--- src/rtl/instr_imm_encoder_pkg.sv ---
// Shared types and field geometry for the RV32 immediate encoder / instruction-memory writer.
package instr_pkg;

    typedef enum logic [1:0] {
        IMM_I = 2'd0,
        IMM_S = 2'd1,
        IMM_B = 2'd2,
        IMM_U = 2'd3
    } imm_type_t;

    typedef enum logic {
        ST_LOAD = 1'b0,
        ST_FULL = 1'b1
    } enc_state_t;

    localparam int INSTR_W    = 32;
    localparam int OPCODE_W   = 7;
    localparam int REG_W      = 5;
    localparam int FUNCT3_W   = 3;

    localparam int RD_LSB     = 7;
    localparam int FUNCT3_LSB = 12;
    localparam int RS1_LSB    = 15;
    localparam int RS2_LSB    = 20;

endpackage

--- src/rtl/instr_imm_encoder_pack.sv ---
// Combinational RV32 I/S/B/U word packer with immediate range qualification.
// IMM_RANGE_CHECK_EN: when defined, o_range_ok reflects whether imm fits the field; otherwise it is always 1.
module instr_imm_pack
    import instr_pkg::*;
#(
    parameter int address_width = 32
) (
    input  imm_type_t                i_imm_type,
    input  logic [OPCODE_W-1:0]      i_opcode,
    input  logic [REG_W-1:0]         i_rd,
    input  logic [FUNCT3_W-1:0]      i_funct3,
    input  logic [REG_W-1:0]         i_rs1,
    input  logic [REG_W-1:0]         i_rs2,
    input  logic [address_width-1:0] i_imm,
    output logic [address_width-1:0] o_word,
    output logic                     o_range_ok
);

    logic [INSTR_W-1:0] w_imm;
    logic [INSTR_W-1:0] w_word;

    assign w_imm  = INSTR_W'(i_imm);
    assign o_word = address_width'(w_word);

    always_comb begin
        w_word = '0;
        case (i_imm_type)
            IMM_I: w_word = {w_imm[11:0], i_rs1, i_funct3, i_rd, i_opcode};
            IMM_S: w_word = {w_imm[11:5], i_rs2, i_rs1, i_funct3, w_imm[4:0], i_opcode};
            IMM_B: w_word = {w_imm[12], w_imm[10:5], i_rs2, i_rs1, i_funct3,
                             w_imm[4:1], w_imm[11], i_opcode};
            IMM_U: w_word = {w_imm[31:12], i_rd, i_opcode};
        endcase
    end

`ifdef IMM_RANGE_CHECK_EN
    logic signed [INSTR_W-1:0] w_simm;
    assign w_simm = signed'(w_imm);

    // Immediate must survive a sign-extending decode of its field unchanged.
    always_comb begin
        o_range_ok = 1'b0;
        case (i_imm_type)
            IMM_I, IMM_S: o_range_ok = (w_simm >= -32'sd2048) && (w_simm <= 32'sd2047);
            IMM_B:        o_range_ok = (w_simm >= -32'sd4096) && (w_simm <= 32'sd4094) && !w_imm[0];
            IMM_U:        o_range_ok = (w_imm[11:0] == 12'd0);
        endcase
    end
`else
    assign o_range_ok = 1'b1;
`endif

endmodule

--- src/rtl/instr_imm_encoder.sv ---
// Sequential instruction-memory writer: accepts field requests, encodes them and writes one word per cycle.
// IMM_RANGE_CHECK_EN: when defined, out-of-range immediates are dropped and raise a sticky o_err.
module instr_imm_encoder
    import instr_pkg::*;
#(
    parameter int                       address_width = 32,
    parameter int                       mem_depth     = 64,
    parameter logic [address_width-1:0] base_addr     = '0
) (
    input  logic                             clk,
    input  logic                             rst,
    input  logic                             i_clear,
    input  logic                             i_in_valid,
    output logic                             o_in_ready,
    input  imm_type_t                        i_imm_type,
    input  logic [OPCODE_W-1:0]              i_opcode,
    input  logic [REG_W-1:0]                 i_rd,
    input  logic [FUNCT3_W-1:0]              i_funct3,
    input  logic [REG_W-1:0]                 i_rs1,
    input  logic [REG_W-1:0]                 i_rs2,
    input  logic [address_width-1:0]         i_imm,
    output logic                             o_mem_we,
    output logic [address_width-1:0]         o_mem_addr,
    output logic [address_width-1:0]         o_mem_wdata,
    output logic [$clog2(mem_depth+1)-1:0]   o_count,
    output logic                             o_full,
    output logic                             o_err
);

    localparam int CNT_W = $clog2(mem_depth + 1);

    enc_state_t               r_state;
    enc_state_t               w_state_nxt;
    logic                     r_we;
    logic [address_width-1:0] r_addr;
    logic [address_width-1:0] r_wdata;
    logic [CNT_W-1:0]         r_count;
    logic [address_width-1:0] w_word;
    logic                     w_range_ok;
    logic                     w_accept;
    logic                     w_commit;

    instr_imm_pack #(
        .address_width (address_width)
    ) u_pack (
        .i_imm_type (i_imm_type),
        .i_opcode   (i_opcode),
        .i_rd       (i_rd),
        .i_funct3   (i_funct3),
        .i_rs1      (i_rs1),
        .i_rs2      (i_rs2),
        .i_imm      (i_imm),
        .o_word     (w_word),
        .o_range_ok (w_range_ok)
    );

    assign o_in_ready = (r_state == ST_LOAD) && !i_clear;
    assign w_accept   = i_in_valid && o_in_ready;
    assign w_commit   = w_accept && w_range_ok;

    always_comb begin
        w_state_nxt = r_state;
        case (r_state)
            ST_LOAD: if (w_commit && (r_count == CNT_W'(mem_depth - 1))) w_state_nxt = ST_FULL;
            ST_FULL: w_state_nxt = ST_FULL;
            default: w_state_nxt = ST_LOAD;
        endcase
        if (i_clear) w_state_nxt = ST_LOAD;
    end

    // Clear only rewinds the pointer; a write already on the outputs has been issued.
    always_ff @(posedge clk) begin
        if (rst) begin
            r_state <= ST_LOAD;
            r_we    <= 1'b0;
            r_addr  <= base_addr;
            r_wdata <= '0;
            r_count <= '0;
        end else begin
            r_state <= w_state_nxt;
            if (i_clear) begin
                r_we    <= 1'b0;
                r_addr  <= base_addr;
                r_count <= '0;
            end else if (w_commit) begin
                r_we    <= 1'b1;
                r_addr  <= base_addr + (address_width'(r_count) << 2);
                r_wdata <= w_word;
                r_count <= r_count + 1'b1;
            end else begin
                r_we    <= 1'b0;
            end
        end
    end

`ifdef IMM_RANGE_CHECK_EN
    logic r_err;

    always_ff @(posedge clk) begin
        if (rst || i_clear) r_err <= 1'b0;
        else if (w_accept && !w_range_ok) r_err <= 1'b1;
    end

    assign o_err = r_err;
`else
    assign o_err = 1'b0;
`endif

    assign o_mem_we    = r_we;
    assign o_mem_addr  = r_addr;
    assign o_mem_wdata = r_wdata;
    assign o_count     = r_count;
    assign o_full      = (r_state == ST_FULL);

endmodule
--- config.mk ---
export PLATFORM = sky130hd
export DESIGN_NAME = instr_imm_encoder
export DESIGN_NICKNAME = d
export VERILOG_FILES = /design/src/rtl/instr_imm_encoder_pkg.sv /design/src/rtl/instr_imm_encoder_pack.sv /design/src/rtl/instr_imm_encoder.sv
export SDC_FILE = /design/constraint.sdc
export NUM_CORES = 1
export LEC_CHECK = 0
export CORE_MARGIN = 2
export CORE_UTILIZATION = 40
export CTS_CLUSTER_SIZE = 28
export DETAILED_ROUTE_END_ITERATION = 16
export PLACE_DENSITY = 0.95
export SETUP_SLACK_MARGIN = 0.3
export SLEW_MARGIN = 20
export SYNTH_ARGS = -nofsm -noshare
export SYNTH_HDL_FRONTEND = slang
export SYNTH_SLANG_ARGS = --single-unit
--- constraint.sdc ---
create_clock -name clk -period 3.7 [get_ports clk]
set_clock_uncertainty 0.2 [all_clocks]
set_input_delay 0.37 -clock clk [delete_from_list [all_inputs] [get_ports clk]]
set_output_delay 0.37 -clock clk [all_outputs]
set_load 0.1 [all_outputs]
==> impl_metrics.toml, run 1 <==
[flow_run]
cap_viol_max_count = 0

[pwr]
peakVddDrop_uv = 269
power_density_nw_per_um2 = 407
p_int_uw = 870
power_frac_comb_pct = 35.1
leakage_nw = 1.32
finalPower_mw = 1.41
p_seq_share_pct = 39.2
power_frac_clock_pct = 25.7
p_sw_share_pct = 38.1
p_sw_uw = 536

[critical_path]
end_kind = "primary output"
path_max_fanout = 6
reg2reg_depth = 3
r2r-start = "o_full"
cpMaxStageDelayCell = "clkdlybuf4s50_1"
r2r-end = "o_count[5]"
crit_path_max_incr_delay_ps = 1190
arrival_ps = 1930
cp_top_family = "buffers and inverters"
crit_buf_inv = 1
worstPathRequired_ps = 3130
start_kind = "register"
critPathKind = "register to primary output"
r2r_setup_slack_ps = 1480
crit_chain = "clkdlybuf4s50_1"

[place]
gp_congestion = 0.809
post-dp-hpwl_um = 4600
pre_cts_ws_ps = 963
port_buffers = 111

[cells_and_area]
insertedDiodeCount = 0
final_nets = 443
fill_cells = 484
layout-drive-gt1-share_pct = 5.26
area_delta_synth_final_pct = 50.0

[grt]
grt_pass1_vias = 2163
grt_use_met3_pct = 6.00
grt_pass1_wl_um = 9790
gr-total-overflow = 0
use_met1_pct = 20.8
grt_max_degree = 57
antenna_found_initial = 0
grt_usage_pct = 19.3
grt-busiest-layer = "met2"
use_met2_pct = 35.7

[sta]
fin_crit_ps = 2500
min_period_over_period_pct = 67.7
setup_viol = 0
fin_setup_tns_ps = 0
tightest_slew_ps = 1010
finalMaxSlewViolations = 0
rsz0062_at_grt = "false"
relSlewSlack_pct = 32.7
hold_viol = 0
setup_slack_ps = 1200
max_freq_mhz = 399

[status]
status = "finished, final reports clean"

[min_path]
min_from = "o_mem_addr[2]"
hp-class = "register to register"
whs_path_depth = 2
min_to = "o_mem_addr[2]"

[synth]
synthCells = 279
syn_area_sq_um = 2300
ys.flop_type = "dfxtp_1"
synth_top_area_share_pct = 41.7
synth_edf_count = 0
synth_area_leaders = "dfxtp_1 42%, buf_4 8.5%, nand2_1 8.2%"
yosys-top-cells-count = "50 x nand2_1, 48 x dfxtp_1, 26 x buf_4, 24 x a21oi_1, 21 x nand3_1"
yosys.area.top_type = "dfxtp_1"
synth_seq_area_share_pct = 41.7
synth_cell_type_count = 29
synth_seq_cells = 48
syn_area_per_cell_sq_um = 8.25
async_flop_share_pct = 0
yosysMostFrequentCell = "nand2_1"
ys_warn_count = 0

[cts]
cts_buffers = 5
cts_htree_levels = 2
clk_pin_slew_ps = 80
clock_latency_ps = 290
clock_sinks = 48
tritoncts = "done"
cts_root_buf = "clkbuf_8"
holdBufCountCts = 0
cts_setup_buffers = 0
cts_resized = 0
max-clock-path-buffers = 2

[routing]
detail_route.vias_per_cell = 5.00
num_vias = 2259
drtPass1Iterations = 4
wl_per_cell_um = 13.5
drc = 0
drt_iter0_markers = 67
wirelength_um = 6100
drtAntennaViolNets = 0

[floorplanning]
die-width_um = 79.9
ios = 138
die_h_um = 79.9
die_area_sq_um = 6380
start_util_pct = 41.6
rows = 27
fp.coreArea_sq_um = 5540
per-stage QoR:
stage	area [sq um]	util, %	std cells	hold slack, ps
finish	3450	62.3	452	258
global route	3450	62.3	452	280
CTS	3450	62.3	452	261
detailed placement	3350	60.4	444	249
global placement	3350	60.4	444	242
floorplan	2400	-	304	306
routing by layer:
layer  part of all wire (%)  up-vias
met3                    7.7        6
met2                     51      100
met5                      0        -
met1                     40     1042
met4                   0.93        0
li1                       -     1111
worst max path at each step:
stage / start / endpoint / slack (ps) / depth (start not counted)
after floorplan: o_full / o_in_ready / 1050 / 1
after global placement: i_clear / o_count[5] / 1030 / 4
after detailed placement: i_clear / o_count[5] / 960 / 4
after CTS: o_count[0] / o_count[0] / 1180 / 1
after global routing: o_count[0] / o_count[0] / 1150 / 1
final: o_count[0] / o_count[0] / 1200 / 1
area by class of cell:
type | count | area (sq um) | share of cell area [%]
timing repair buffer | 115 | 1140 | 33.0
sequential | 48 | 961 | 27.8
tap | 72 | 90.1 | 2.61
clock inverter | 2 | 35.0 | 1.01
multi-input combinational | 206 | 1140 | 33.2
inverter | 3 | 11.3 | 0.326
clock buffer | 6 | 72.6 | 2.10
cells in the final DEF (no fill, tap or decap), drive strengths merged:
master and instances:
clkdlybuf4s50 110, nand2 50, dfxtp 48, conb 26
a21oi 24, nand3 21, nor2 18, mux2i 18
a311oi 14, o21ai 12, mux2 6, clkbuf 6
buf 5, inv 3, or3 3, o21a 2
nor3b 1, xor2 1, or3b 1, o31ai 1
or4 1, or2 1, nand4 1, xnor2 1
nor4 1, a211o 1, o31a 1, ha 1
bufinv 1, clkinv 1
sequential cells by signal, indices dropped and copies added (netlist names):
register and cells:
o_mem_wdata 32, o_count 7, o_mem_addr 7, o_full 1, o_mem_we 1
power by group through the flow:
stage / Clock, mW / Combinational (mW) / Sequential, mW
2_1_floorplan: 0 / 0.224 / 0.722
3_3_place_gp: 0 / 0.487 / 0.562
3_5_place_dp: 0 / 0.493 / 0.563
4_1_cts: 0.372 / 0.494 / 0.551
5_1_grt: 0.391 / 0.514 / 0.553
6_report: 0.362 / 0.493 / 0.551
cells by family after synthesis:
logic type,Yosys count,synth area share (%)
and+or+nand+nor,98,18.3
AOI/OAI and AO/OA,55,14.9
buffers and inverters,50,12.8
DFF,48,41.7
muxes,24,10.8
xor gates and xnor gates,2,0.761
adders and majority gates,1,0.543
other,1,0.163
Note: power is estimated with default switching activity, not from simulation.
==> inputs of run 2 (changes only) <==
Settings changed: CORE_UTILIZATION 40 to 34, PLACE_DENSITY 0.95 to 0.88.
Clock period 3.7 ns to 2.1 ns, I/O delays scaled along.
==> run 2 against run 1 <==
Effect of this change: sequential power up 76%; largest cell class unchanged; die area up 17%; critical path type is now register to register; largest power group unchanged; worst setup slack worse by 880 ps.
==> impl_metrics.toml, run 2 (synthesis gave the netlist of run 1 again) <==
[cells_and_area]
fill_cells = 608
final_cell_mix = "62 x clkdlybuf4s50_1, 61 x buf_4, 50 x nand2_1"
layout_commonest_cell = "clkdlybuf4s50_1"
final_util_pct = 53.5
final_nets = 453
area_delta_synth_final_pct = 50.2
layoutNonFillerInstCount = 467
largest_reg_flops = 32
layout-drive-gt1-share_pct = 22.1
multi_input_comb_area_sq_um = 1150
seq_area_sq_um = 972
insertedDiodeCount = 0

[place]
pre_cts_ws_ps = 40.0
post-dp-hpwl_um = 4970
port_buffers = 111
dp_cells = 459
gp_congestion = 0.781

[cts]
max-clock-path-buffers = 2
cts_buffers = 5
clk_pin_slew_ps = 80
cts_htree_levels = 2
cts_setup_buffers = 0
cts_root_buf = "clkbuf_8"
tritoncts = "done"
holdBufCountCts = 0
clock_sinks = 48
clock_latency_ps = 290
cts_resized = 0

[floorplanning]
die-width_um = 86.3
fp.coreArea_sq_um = 6460
ios = 138
die_h_um = 86.3
rows = 29
start_util_pct = 35.6
die_area_sq_um = 7450

[status]
status = "finished, final reports clean"

[sta]
min_period_over_period_pct = 85.1
setup_slack_ps = 312
fin_setup_tns_ps = 0
rsz0062_at_grt = "true"
fin_crit_ps = 1790
setup_viol = 0
max_freq_mhz = 559
finalMaxSlewViolations = 0
hold_viol = 0

[routing]
drt_iter0_markers = 40
detail_route.vias_per_cell = 4.92
num_vias = 2298
drtPass1Iterations = 4
drc = 0
drtAntennaViolNets = 0
wirelength_um = 6270
wl_per_cell_um = 13.4

[critical_path]
path_max_fanout = 5
end_kind = "register"
crit_chain = "or3b_1, or4_1, a21oi_1"
crit_path_max_incr_delay_ps = 540
crit_buf_inv = 0
cp_top_family = "simple AND/OR/NAND/NOR gates"
worstPathRequired_ps = 2120
start_kind = "register"
arrival_ps = 1810
critPathKind = "register to register"
cpMaxStageDelayCell = "or4_1"

[pwr]
finalPower_mw = 2.49
leakage_nw = 1.47
peakVddDrop_uv = 405
power_density_nw_per_um2 = 720
power_frac_comb_pct = 35.4
p_sw_share_pct = 38.3
p_seq_share_pct = 38.9
p_sw_uw = 953
power_frac_clock_pct = 25.7
p_int_mw = 1.54

[grt]
antenna_found_initial = 0
grt_pass1_wl_um = 10100
grt_max_degree = 57
gr-total-overflow = 0
grt_usage_pct = 17.0
grt_pass1_vias = 2244

[flow_run]
cap_viol_max_count = 0

[min_path]
hp-class = "register to register"
## run 2: worst min-delay path, cell delays in order, from the launching register on
cell	delay [ps]
dfxtp_1	310
nand2_1	50
a21oi_1	50
## run 2: final cells by class
cell class	count	area share, %
clock inverter	2	1.01
tap	77	2.79
clock buffer	6	2.10
sequential	48	28.1
timing repair buffer	125	32.5
inverter	3	0.326
multi-input combinational	206	33.2
## run 2: layer usage
| layer | vias to the layer above | wire length, um | global-route usage (%) |
|---|---|---|---|
| met5 | - | 0 | 0 |
| met2 | 104 | 3210 | 31.4 |
| li1 | 1131 | - | - |
| met3 | 14 | 437 | 4.95 |
| met1 | 1049 | 2490 | 18.4 |
| met4 | 0 | 141 | 5.82 |
## run 2: power groups by stage
stage / registers, mW / logic (mW) / clock network (mW)
detailed placement: 0.991 / 0.881 / 0
global placement: 0.989 / 0.871 / 0
CTS: 0.970 / 0.882 / 0.662
global route: 0.975 / 0.917 / 0.709
floorplan: 1.27 / 0.394 / 0
finish: 0.969 / 0.881 / 0.640
## run 2: metrics by stage
| stage | area, sq um | hold slack [ps] |
|---|---|---|
| detailed placement | 3350 | 247 |
| global placement | 3350 | 242 |
| global route | 3460 | 244 |
| floorplan | 2410 | 146 |
| CTS | 3450 | 248 |
| finish | 3460 | 258 |
## run 2: worst paths after layout
kind	start	end	slack (ps)	cells after the start
worst max-delay path	o_full	o_count[5]	310	3
worst max register to register	o_full	o_count[5]	310	3
worst min-delay path	o_mem_addr[5]	o_mem_addr[5]	260	2
worst min register to register	o_mem_addr[5]	o_mem_addr[5]	260	2
==> inputs of run 3 (changes only) <==
Settings changed: RECOVER_POWER set to 25.
==> run 3 against run 2 <==
Effect of this change: core utilization shrank 0.93 points; total power shrank 0.53%; critical endpoint unchanged; clock power is essentially flat; cell area shrank 1.7%; critical path type unchanged.
==> impl_metrics.toml, run 3 (synthesis gave the netlist of run 1 again) <==
[grt]
grt_usage_pct = 17.0
antenna_found_initial = 0
gr-total-overflow = 0
grt_pass1_wl_um = 10100
grt_pass1_vias = 2244
grt_max_degree = 57

[critical_path]
r2r_setup_slack_ps = 310
r2r-start = "o_full"
crit_path_max_incr_delay_ps = 540
path_max_fanout = 5
reg2reg_depth = 3
start_kind = "register"
end_kind = "register"
arrival_ps = 1810
worstPathRequired_ps = 2120
crit_chain = "or3b_1, or4_1, a21oi_1"
critPathKind = "register to register"
cpMaxStageDelayCell = "or4_1"
r2r-end = "o_count[5]"

[flow_run]
cap_viol_max_count = 0

[routing]
drtPass1Iterations = 5
drtAntennaViolNets = 0
wirelength_um = 6240
num_vias = 2301
wl_per_cell_um = 13.4
drt_iter0_markers = 51
detail_route.vias_per_cell = 4.93
drc = 0

[cells_and_area]
insertedDiodeCount = 0
final_nets = 453
final_cell_mix = "62 x clkdlybuf4s50_1, 50 x nand2_1, 41 x dfxtp_1"
layout-drive-gt1-share_pct = 22.1
largest_reg_flops = 32
fill_cells = 624
layout_commonest_cell = "clkdlybuf4s50_1"
area_delta_synth_final_pct = 47.6

[status]
status = "finished, final reports clean"

[sta]
fin_crit_ps = 1790
tightest_slew_ps = 557
setup_slack_ps = 311
relSlewSlack_pct = 63.0
setup_viol = 0
fin_hold_ws_ps = 256
hold_viol = 0
max_freq_mhz = 559
finalMaxSlewViolations = 0
min_period_over_period_pct = 85.2
rsz0062_at_grt = "true"
fin_setup_tns_ps = 0

[floorplanning]
rows = 29
die_h_um = 86.3
start_util_pct = 35.6
die-width_um = 86.3
fp.coreArea_sq_um = 6460
ios = 138
die_area_sq_um = 7450

[cts]
cts_htree_levels = 2
max-clock-path-buffers = 2
holdBufCountCts = 0
cts_setup_buffers = 0
cts_buffers = 5
clock_sinks = 48
clk_pin_slew_ps = 80
tritoncts = "done"
cts_root_buf = "clkbuf_8"
clock_latency_ps = 290

[place]
gp_congestion = 0.781
post-dp-hpwl_um = 4970
port_buffers = 111
pre_cts_ws_ps = 40.0

[min_path]
whs_path_depth = 2
min_from = "o_mem_addr[5]"
min_to = "o_mem_addr[5]"
hp-class = "register to register"

[pwr]
leakage_nw = 1.46
power_density_nw_per_um2 = 729
peakVddDrop_uv = 402
[run 3: cell count changes in the layout (fill, tap and decap cells not counted)]
cell      delta
buf_4       -24
clkbuf_2    +24
[run 3: metrics by stage]
stage	instances	power, mW	cell area [sq um]	utilization [%]
floorplan	304	1.67	2410	-
global placement	459	1.86	3350	51.8
detailed placement	459	1.87	3350	51.8
CTS	467	2.51	3450	53.5
global route	467	2.59	3400	52.6
finish	467	2.48	3400	52.6
[run 3: area by class of cell]
type | count | area [sq um] | area share (%)
Multi-Input combinational cell | 206 | 1150 | 33.8
Clock inverter | 2 | 35.0 | 1.03
Inverter | 3 | 11.3 | 0.331
Clock buffer | 6 | 72.6 | 2.14
Tap cell | 77 | 96.3 | 2.84
Sequential cell | 48 | 972 | 28.6
Timing Repair Buffer | 125 | 1060 | 31.3
[run 3: worst max-delay path by stage]
| stage | from | endpoint | slack [ps] | cells past startpoint |
|---|---|---|---|---|
| floorplan | o_count[2] | o_count[5] | 310 | 3 |
| global placement | i_in_valid | o_count[5] | 70 | 4 |
| detailed placement | i_in_valid | o_count[3] | 40 | 5 |
| CTS | o_full | o_count[3] | 340 | 4 |
| global route | i_clear | o_mem_wdata[21] | 260 | 6 |
| finish | o_full | o_count[5] | 310 | 3 |
[run 3: what timing repair did]
| action | CTS | global route |
|---|---|---|
| hold endpoints to repair | 0 | 0 |
| endpoints found under the setup margin | 0 | 2 |
| resized for setup | 0 | 1 |
[run 3: critical path: cells and delay by family, from the launching register on]
kind / cells / cell delay (ps)
simple gates: 2 / 1000
compound gates: 1 / 150
flops: 1 / 370
[run 3: report_power, final]
group	switching, mW	internal [mW]	leakage (nW)
sequential	0.0207	0.948	0.396
combinational	0.644	0.223	1.00
clock	0.288	0.353	0.0552
total	0.953	1.52	1.46
[run 3: routing by layer]
metal	part of all wire (%)	up-vias	GRT usage, %
met3	8.0	16	4.95
li1	-	1134	-
met2	50	107	31.4
met4	2.5	0	5.82
met5	0	-	0
met1	39	1044	18.4
==> patch 1: new RTL, settings of run 2 <==
Add a define of `IMM_RANGE_CHECK_EN`.
--- a/src/rtl/instr_imm_encoder_pack.sv
+++ b/src/rtl/instr_imm_encoder_pack.sv
@@ -2,2 +2,4 @@
 // IMM_RANGE_CHECK_EN: when defined, o_range_ok reflects whether imm fits the field; otherwise it is always 1.
+`define IMM_RANGE_CHECK_EN
+
 module instr_imm_pack
Function: changed (a bounded check fails within 4 cycles, from zero or initial values and one cycle with rst high).
==> patch 1 against run 2 <==
Critical endpoint unchanged; synthesized area increased by 9.8%; hold slack got worse by 0.24 ns; first-iteration DRC count increased to 3.4 times the old value; fmax decreased by 19%; sequential cell count increased by 1; power decreased by 1.1%; via count increased by 31%; design area increased by 34%; wire length increased by 53%; critical path depth increased by 6; worst setup slack got worse by 0.43 ns; the flow now finishes with violations (negative setup slack); clock power increased by 8.1%; synthesized cell count increased by 12%.
==> patch 1: results <==
[place]
portBuffers = 112

[timing]
tns_ns = -0.3307
setup_viol = 15
whs_ns = 0.01780
fin_ws_ns = -0.1155

[grt]
grt_use_total_pct = 21.06
grt_max_degree = 34

[power]
switching_share_pct = 36.43
ir_worst_vdd_uv = 329.8
cellPowerDensity_nw_per_um2 = 530.7

[yosys]
ys_top_cells_by_area = dfxtp_1 39%, buf_4 8.0%, nand2_1 7.3%
synth_cell_types = 42
ys_seq_area_share_pct = 38.79
synth_mux_area_share_pct = 4.354
syn_inst = 313
synth-xor-area-share_pct = 0.6927
synth_compound_area_share_pct = 18.51

[run_status]
status = finished with violations
violations = negative setup slack

[routing]
drt_first_pass_iters = 5
met2_length_mm = 4.914
totalWireLength_mm = 9.602

[setup_path]
arrival_ns = 2.20

[cells_and_area]
fillers = 574
drive_above_1_share_pct = 46.49
==> patch 1: critical path: cells and delay by family <==
| family | cells | cell delay, ns |
|---|---|---|
| AO/OA/AOI/OAI | 4 | 1.06 |
| buffers and inverters | 3 | 0.52 |
| AND/OR/NAND/NOR | 2 | 0.40 |
==> patch 1: timing repair <==
action                                  in CTS  in global routing
resized for setup                          108                107
hold endpoints to repair                     1                  1
endpoints found under the setup margin      49                 49
setup buffers                               14                  7
cloned                                       5                  1
hold buffers                                 1                  1
pin swaps                                   23                 45
==> patch 1: routing by layer <==
| metal | GRT usage, % | vias up |
|---|---|---|
| met2 | 36.84 | 146 |
| met1 | 24.41 | 1428 |
| met5 | 0 | - |
| met3 | 4.778 | 39 |
| li1 | - | 1402 |
| met4 | 9.615 | 0 |
==> patch 1: path summary, 6_finish.rpt <==
kind | start | to | cells after the start
worst max-delay path | i_imm[29] | o_count[5]$_SDFFE_PP0P_ | 9
worst min-delay path | i_imm[27] | o_mem_wdata[27]$_SDFFE_PP0P_ | 3
worst max register to register | o_count[0]$_SDFFE_PP0P_ | o_count[6]$_SDFFE_PP0P_ | 5
worst min register to register | o_mem_addr[6]$_SDFFE_PP0P_ | o_mem_addr[6]$_SDFFE_PP0P_ | 2
==> patch 1: cell type report <==
type / instances / share of cell area (%)
Clock inverter: 3 / 0.9976
Tap cell: 99 / 2.669
Clock buffer: 5 / 1.483
Inverter: 7 / 0.5662
Multi-Input combinational cell: 238 / 36.67
Timing Repair Buffer: 182 / 36.37
Sequential cell: 49 / 21.25
==> patch 2: new RTL, flow settings as in run 2 <==
Without the edit above. Put one more register stage on the output `o_count`, cleared by the reset. The value now appears one clock later. The other outputs are not delayed to match.
--- a/src/rtl/instr_imm_encoder.sv
+++ b/src/rtl/instr_imm_encoder.sv
@@ -111,3 +111,9 @@
     assign o_mem_wdata = r_wdata;
-    assign o_count     = r_count;
+    always_ff @(posedge clk) begin
+        if (rst) begin
+            o_count <= '0;
+        end else begin
+            o_count <= r_count;
+        end
+    end
     assign o_full      = (r_state == ST_FULL);
Check against the original RTL: not equivalent (a bounded check fails within 4 cycles, from zero or initial values and one cycle with rst high).
==> patch 2 against run 2 <==
Sequential power up 14%; sequential cell count up 7; worst setup slack improved by 0.044 ns; synthesized cell count up 5.0%; critical endpoint is now r_count[5]$_SDFFE_PP0P_; sequential share of layout area up 2.1 points; critical path depth up 1; design area grew 5.7%; die area up 7.6%; largest power group unchanged; power rose by 2.1%; register-to-register slack improved by 0.06 ns; critical path type is now in2reg; wire length grew 5.0%; synthesized area grew 8.0%; via count up 3.0%.
==> patch 2: results <==
[setup_path]
worstSetupStartpoint = i_in_valid

[power]
ir_worst_vdd_uv = 299.2
p_leak_nw = 1.542
switching_share_pct = 38.77

[place]
gp_congestion = 0.8361
hpwl_mm = 5.256
portBuffers = 111
dpl.cell_count = 498
placed_area_um2 = 3572

[clocking]
path_clk_slew_ns = 0.09

[routing]
routed_via_density = 4.680
totalWireLength_mm = 6.587
wl_per_cell_um = 13.02
drt_iter0_drc = 77

[run_status]
status = finished, final reports clean

[grt]
grt_pass1_vias = 2350
grt_pass1_wl_mm = 10.37
grt_use_total_pct = 16.69

[min_path]
hp-class = in2reg
min_from = i_opcode[1]

[cells_and_area]
drive_above_1_share_pct = 20.39
fillers = 674
layout.nets = 470
largest_reg_flops = 32

[yosys]
netlist_top_cells_count = 55 x dfxtp_1, 50 x nand2_1, 26 x buf_4
synth_cell_types = 30
ys_seq_area_share_pct = 44.29
syn_inst = 293
ys_top_cells_by_area = dfxtp_1 44%, buf_4 7.9%, nand2_1 7.5%
async_reset_ff_share_pct = 0
patch 2: through the flow:
step,power [mW],setup WS [ns]
global placement,1.998,0.07733
global route,2.644,0.3077
CTS,2.564,0.3142
detailed placement,2.009,0.02260
floorplan,1.800,0.3250
finish,2.541,0.3561
patch 2: power by group through the flow:
stage,clock (mW),combinational (mW),sequential [mW]
2_1_floorplan,0,0.395,1.40
3_3_place_gp,0,0.871,1.13
3_5_place_dp,0,0.882,1.13
4_1_cts,0.577,0.883,1.10
5_1_grt,0.613,0.923,1.11
6_report,0.556,0.882,1.10
patch 2: final timing paths:
check                           slack, ns                     endpoint  cells after the start
worst max-delay path                 0.36      r_count[5]$_SDFFE_PP0P_                      4
worst min-delay path                 0.26  o_mem_wdata[1]$_SDFFE_PP0P_                      3
worst max register to register       0.37      r_count[5]$_SDFFE_PP0P_                      3
worst min register to register       0.26  o_mem_wdata[4]$_SDFFE_PP0P_                      2
patch 2: cell type report:
type	instances	area, µm²	share of cell area [%]
repair buffers	128	1141	31.21
inverters	3	11.26	0.3080
flip-flops and latches	55	1105	30.22
multi-input cells	213	1194	32.65
clock buffers	7	76.32	2.088
well taps	99	123.9	3.388
clock inverters	1	5.005	0.1369
patch 2: critical path, cell delays in order:
cell	delay, ns
clkdlybuf4s50_1	0.49
or3b_4	0.42
or4_1	0.52
a21oi_1	0.14
patch 2: layer usage:
metal	routed length, µm	global-route usage [%]	up-vias	share of wire (%)
met5	0	0	-	0
li1	-	-	1186	-
met3	431	4.709	16	6.5
met2	3441	31.72	87	52
met4	148	6.242	0	2.2
met1	2567	17.22	1079	39
patch 2: cells by family (layout without fill, tap and decap cells):
logic type                 after synthesis  in the layout  synth area share (%)
AOI/OAI and AO/OA                       55             55                 13.79
xor gates and xnor gates                 2              2                0.7047
adders and majority gates                1              1                0.5032
buffers and inverters                   50            139                 11.88
DFF                                     55             55                 44.29
muxes                                   24             24                 9.964
other                                    1             26                0.1508
and+or+nand+nor                        105            105                 18.72
